**src/rtl/chip_74194n_emu.sv**
```systemverilog
// ---------------------------------------------------------------------------
// chip_74194n_emu
// Emulates a 74194 4-bit bidirectional universal shift register. The tester
// drives the chip pins asynchronously to Clk, including the chip clock on
// Pin11. Pins go through a two-flop synchronizer. Chip-clock rising edges
// are found with a third flop on Pin11.
//
// Ports
//   Clk, Reset           system clock, async active-low reset
//   Run, DISP_RSLT       session control (arm / end session)
//   Pin1                 CLR_n
//   Pin2, Pin7           SR / SL serial inputs
//   Pin3..Pin6           parallel data A..D
//   Pin9, Pin10          mode select S0 / S1
//   Pin11                emulated chip clock
//   Pin15..Pin12         QA..QD, straight from flops
//   Active               high while a session is running
//   EdgeCount            accepted Pin11 edges this session, saturating at 255
// ---------------------------------------------------------------------------
module chip_74194n_emu (
    input  logic       Clk,
    input  logic       Reset,
    input  logic       Run,
    input  logic       DISP_RSLT,
    input  logic       Pin1,
    input  logic       Pin2,
    input  logic       Pin3,
    input  logic       Pin4,
    input  logic       Pin5,
    input  logic       Pin6,
    input  logic       Pin7,
    input  logic       Pin9,
    input  logic       Pin10,
    input  logic       Pin11,
    output logic       Pin15,
    output logic       Pin14,
    output logic       Pin13,
    output logic       Pin12,
    output logic       Active,
    output logic [7:0] EdgeCount
);

    typedef enum logic {HALTED = 1'b0, ACTIVE = 1'b1} state_t;

    // Synchronizer bit positions
    localparam int B_CLR = 0;
    localparam int B_SR  = 1;
    localparam int B_A   = 2;
    localparam int B_B   = 3;
    localparam int B_C   = 4;
    localparam int B_D   = 5;
    localparam int B_SL  = 6;
    localparam int B_S0  = 7;
    localparam int B_S1  = 8;
    localparam int B_CK  = 9;

    state_t     state_q, state_d;
    logic [9:0] s1_q, s1_d, s2_q, s2_d;
    logic       s3_q, s3_d;
    logic [3:0] q_q, q_d;      // [3]=QA ... [0]=QD
    logic [7:0] cnt_q, cnt_d;
    logic       ck_edge;

    always_comb begin
        s1_d = {Pin11, Pin10, Pin9, Pin7, Pin6, Pin5, Pin4, Pin3, Pin2, Pin1};
        s2_d = s1_q;
        s3_d = s2_q[B_CK];
    end

    assign ck_edge = s2_q[B_CK] & ~s3_q;

    always_comb begin
        state_d = state_q;
        q_d     = q_q;
        cnt_d   = cnt_q;
        case (state_q)
            HALTED: begin
                // Edges are ignored here. Q and the count stay zero, so a new
                // session starts clean.
                q_d   = 4'b0000;
                cnt_d = 8'd0;
                if (Run) state_d = ACTIVE;
            end
            ACTIVE: begin
                if (DISP_RSLT) begin
                    // An ending session clears on the same edge and drops any
                    // edge that coincides with it.
                    state_d = HALTED;
                    q_d     = 4'b0000;
                    cnt_d   = 8'd0;
                end else begin
                    // Edges count even when clear or hold makes them no-ops.
                    if (ck_edge && cnt_q != 8'hFF) cnt_d = cnt_q + 8'd1;
                    if (!s2_q[B_CLR]) begin
                        q_d = 4'b0000;               // level-sensitive clear
                    end else if (ck_edge) begin
                        case ({s2_q[B_S1], s2_q[B_S0]})
                            2'b01:   q_d = {s2_q[B_SR], q_q[3:1]};
                            2'b10:   q_d = {q_q[2:0], s2_q[B_SL]};
                            2'b11:   q_d = {s2_q[B_A], s2_q[B_B], s2_q[B_C], s2_q[B_D]};
                            default: q_d = q_q;
                        endcase
                    end
                end
            end
            default: state_d = HALTED;
        endcase
    end

    always_ff @(posedge Clk or negedge Reset) begin
        if (!Reset) begin
            state_q <= HALTED;
            s1_q    <= '0;
            s2_q    <= '0;
            s3_q    <= 1'b0;
            q_q     <= 4'b0000;
            cnt_q   <= 8'd0;
        end else begin
            state_q <= state_d;
            s1_q    <= s1_d;
            s2_q    <= s2_d;
            s3_q    <= s3_d;
            q_q     <= q_d;
            cnt_q   <= cnt_d;
        end
    end

    assign Pin15     = q_q[3];
    assign Pin14     = q_q[2];
    assign Pin13     = q_q[1];
    assign Pin12     = q_q[0];
    assign Active    = (state_q == ACTIVE);
    assign EdgeCount = cnt_q;

endmodule

```
**config.mk**
```make
export PLATFORM = sky130hd
export DESIGN_NAME = chip_74194n_emu
export DESIGN_NICKNAME = d
export VERILOG_FILES = /design/src/rtl/chip_74194n_emu.sv
export SDC_FILE = /design/constraint.sdc
export NUM_CORES = 1
export LEC_CHECK = 0
export BUFFER_PORTS_ARGS = -buffer_cell sky130_fd_sc_hd__buf_2
export CAP_MARGIN = 20
export CELL_PAD_IN_SITES_DETAIL_PLACEMENT = 1
export CELL_PAD_IN_SITES_GLOBAL_PLACEMENT = 1
export CORE_MARGIN = 1
export CORE_UTILIZATION = 42
export DETAILED_ROUTE_END_ITERATION = 6
export GPL_TIMING_DRIVEN = 0
export MAX_ROUTING_LAYER = met4
export PLACE_DENSITY_LB_ADDON = 0.1
export SYNTH_ARGS = -nofsm -noshare
export SYNTH_HDL_FRONTEND = slang
export SYNTH_SLANG_ARGS = --single-unit
```
**constraint.sdc**
```tcl
create_clock -name Clk -period 4.2 [get_ports Clk]
set_input_delay 0.21 -clock Clk [delete_from_list [all_inputs] [get_ports Clk]]
set_output_delay 0.21 -clock Clk [all_outputs]
set_load 0.02 [all_outputs]
```
==> impl_metrics.sql <==
INSERT INTO impl_metrics (metric_group, metric, value, unit) VALUES
('clock_network', 'ctsRootBufferMaster', 'sky130_fd_sc_hd__clkbuf_4', ''),
('synth', 'syn-num-nets', '115', ''),
('synth', 'ys_ff_latch', '34', ''),
('synth', 'netlist.area_leader.share', '67.2', '%'),
('worst_hold_path', 'hold_path.startpoint', 'Run', ''),
('synth', 'async_reset_ff_share', '100', '%'),
('timing', 'hold-worst-slack', '0.100', 'ns'),
('placement', 'worst_slack_at_placement', '2.63', 'ns'),
('global_route', 'number_of_antenna_violations_at_the_first_check_in_global_routing', '0', ''),
('worst_hold_path', 'min_path_type', 'in -> reg', ''),
('timing', 'worst_clock_skew', '0.0116', 'ns'),
('routing', 'detail-route-antenna-nets', '0', ''),
('timing', 'slew_headroom', '50.5', '%'),
('critical_path', 'critical_path_peak_fanout', '4', ''),
('die', 'die_area', '3240', 'um^2'),
('layout', 'num-nets-final', '159', ''),
('synth', 'synth.yosys.warnings', '0', ''),
('clock_network', 'tritoncts_clock_tree', 'done', ''),
('critical_path', 'r2r.worst_path.cells', '5', ''),
('layout', 'area_delta_synth_final', '28.5', '%'),
('clock_network', 'cts_buffer_depth', '2', ''),
('global_route', 'via_count_of_the_first_global_routing_pass', '968', ''),
('power_and_ir_drop', 'power_leakage', '0.000765', 'uW'),
('critical_path', 'worst-endpoint-required', '4.43', 'ns'),
('timing', 'setup-tns-final', '0', 'ns'),
('routing', 'drtPass1Iterations', '3', ''),
('worst_hold_path', 'timing.hold.worst_path_depth', '3', ''),
('routing', 'drt-initial-drc-count', '10', ''),
('timing', 'final-max-slew-violation-count', '0', ''),
('global_route', 'global_route.usage.total', '19.5', '%'),
('routing', 'detail_route.vias_per_cell', '5.33', ''),
('synth', 'ys_seq_area_share', '67.2', '%'),
('power_and_ir_drop', 'p_per_area', '392', 'nW/um^2'),
('clock_network', 'htree_levels', '2', ''),
('die', 'io_pins', '27', ''),
('clock_network', 'cts_buffers', '5', ''),
('routing', 'post_drt_wl_per_cell', '15.6', 'um'),
('routing', 'drc', '0', ''),
('timing', 'final_critical_path_share_of_the_clock_period', '37.9', '%'),
('synth', 'number_of_distinct_library_cells_after_synthesis', '25', ''),
('placement', 'placement.cell_area', '1440', 'um^2'),
('timing', 'grt_setup_unrepaired', 'false', ''),
('timing', 'fmax', '628', 'MHz'),
('timing', 'final.setup.worst_slack', '2.61', 'ns'),
('clock_network', 'worst_setup_hold_path_clk_slew', '0.10', 'ns'),
('timing', 'final_hold_viol_count', '0', ''),
('critical_path', 'r2r_slack', '2.61', 'ns'),
('critical_path', 'start_kind', 'register', ''),
('placement', 'final_wtd_congestion', '0.787', ''),
('global_route', 'grt_pass1_wl', '4390', 'um'),
('die', 'die_x', '56.9', 'um'),
('status', 'status', 'finished clean', ''),
('critical_path', 'crit-reg2reg-capture', 'EdgeCount[0]', ''),
('routing', 'count_of_vias_placed_by_the_detailed_router', '922', ''),
('placement', 'detailedPlacementHpwl', '1770', 'um'),
('clock_network', 'cts_hold_repair.buffers', '11', ''),
('global_route', 'overflow', '0', ''),
('synth', 'mappedNetlistArea', '1270', 'um^2'),
('job', 'max-cap-violations', '0', ''),
('routing', 'wirelength', '2700', 'um'),
('die', 'floorplan.core_area', '2810', 'um^2'),
('clock_network', 'cts-resized-gates', '0', ''),
('die', 'die_height', '56.9', 'um'),
('synth', 'synth.top_cells.by_area', 'sky130_fd_sc_hd__dfrtp_1 67%, sky130_fd_sc_hd__a211oi_1 3.6%, sky130_fd_sc_hd__a21oi_1 3.2%', ''),
('placement', 'port_buffers', '26', ''),
('synth', 'synthFlopType', 'sky130_fd_sc_hd__dfrtp_1', ''),
('power_and_ir_drop', 'peakVddDrop', '0.230', 'mV'),
('clock_network', 'clock_sinks', '34', ''),
('synth', 'synth_edf_count', '0', ''),
('worst_hold_path', 'hold_path_end', 'Active', ''),
('critical_path', 'setup.worst_path.class', 'reg -> reg', '');
-- layout make-up --
class                      count  area, um^2
fill                         302        1180
sequential                    34         851
multi-input combinational     59         397
timing repair buffer          37         240
clock buffer                   6        51.3
tap                           31        38.8
clock inverter                 1        30.0
inverter                       5        18.8
-- placed cells by master (no fill, tap or decap), types with 2 or more instances in the layout --
master                          instances
sky130_fd_sc_hd__a22o_1                 4
sky130_fd_sc_hd__nor3_1                 3
sky130_fd_sc_hd__nor2_1                10
sky130_fd_sc_hd__nand3_1                3
sky130_fd_sc_hd__nand2_1                3
sky130_fd_sc_hd__clkbuf_4               5
sky130_fd_sc_hd__buf_2                 26
sky130_fd_sc_hd__dlygate4sd3_1         11
sky130_fd_sc_hd__o21ai_0                3
sky130_fd_sc_hd__dfrtp_1               34
sky130_fd_sc_hd__inv_1                  5
sky130_fd_sc_hd__nand2b_1               2
sky130_fd_sc_hd__a211oi_1               6
sky130_fd_sc_hd__a21oi_1                8
sky130_fd_sc_hd__ha_1                   3
sky130_fd_sc_hd__o21a_1                 2
-- cell usage after synthesis (3+ instances only) --
cell and n:
sky130_fd_sc_hd__a211oi_1 6, sky130_fd_sc_hd__a22o_1 4, sky130_fd_sc_hd__a21oi_1 8, sky130_fd_sc_hd__ha_1 3
sky130_fd_sc_hd__o21ai_0 3, sky130_fd_sc_hd__dfrtp_1 34, sky130_fd_sc_hd__nand2_1 3, sky130_fd_sc_hd__nor2_1 10
sky130_fd_sc_hd__nor3_1 3, sky130_fd_sc_hd__inv_1 5, sky130_fd_sc_hd__nand3_1 3
-- per-layer routing --
metal  global-route usage, %  up-vias  routed length (um)
met5                       -        -                   0
met4                    8.36        0                  34
met3                    6.91        4                 112
met2                    32.4       22                1440
met1                    20.9      453                1110
li1                        -      443                   -
-- critical path: stages, from the launching register on --
cell,delay (ns)
sky130_fd_sc_hd__dfrtp_1,0.46
sky130_fd_sc_hd__ha_1,0.25
sky130_fd_sc_hd__nand3_1,0.12
sky130_fd_sc_hd__o21ai_0,0.40
sky130_fd_sc_hd__xor2_1,0.19
sky130_fd_sc_hd__nor2_1,0.05
-- power by group --
part           switching, uW  internal (uW)  leakage, uW
Combinational           27.0           20.9     0.000297
Sequential              6.70            340     0.000424
Clock                    104            139    0.0000443
-- sequential cells by signal, indices dropped and copies added, names as in the netlist --
signal	count
q_q	4
s1_q	10
EdgeCount	8
s2_q	10
Active	1
s3_q	1
-- through the flow --
stage | util [%] | instances
2_1_floorplan | - | 98
3_3_place_gp | 51.2 | 155
3_5_place_dp | 51.2 | 155
4_1_cts | 58.0 | 173
5_1_grt | 58.0 | 173
6_report | 58.0 | 173
-- kinds of logic (layout without fill, tap and decap cells) --
group	Yosys count	after routing	share of synthesized area, %
DFF	34	34	67.2
xor gates and xnor gates	2	2	1.38
adders and majority gates	3	3	2.96
and+or+nand+nor	28	28	12.9
AOI/OAI and AO/OA	26	26	14.0
buffers and inverters	5	49	1.48
-- worst max-delay path by stage --
stage | from | to | slack, ns | cells after the start
5_1_grt | EdgeCount[0] | EdgeCount[1] | 2.48 | 5
2_1_floorplan | EdgeCount[0] | EdgeCount[5] | 2.67 | 5
6_report | EdgeCount[0] | EdgeCount[0] | 2.61 | 5
3_3_place_gp | EdgeCount[0] | EdgeCount[4] | 2.69 | 5
4_1_cts | EdgeCount[0] | EdgeCount[1] | 2.60 | 5
3_5_place_dp | EdgeCount[0] | EdgeCount[0] | 2.63 | 5
No activity file was read; power rests on OpenSTA's default activity.
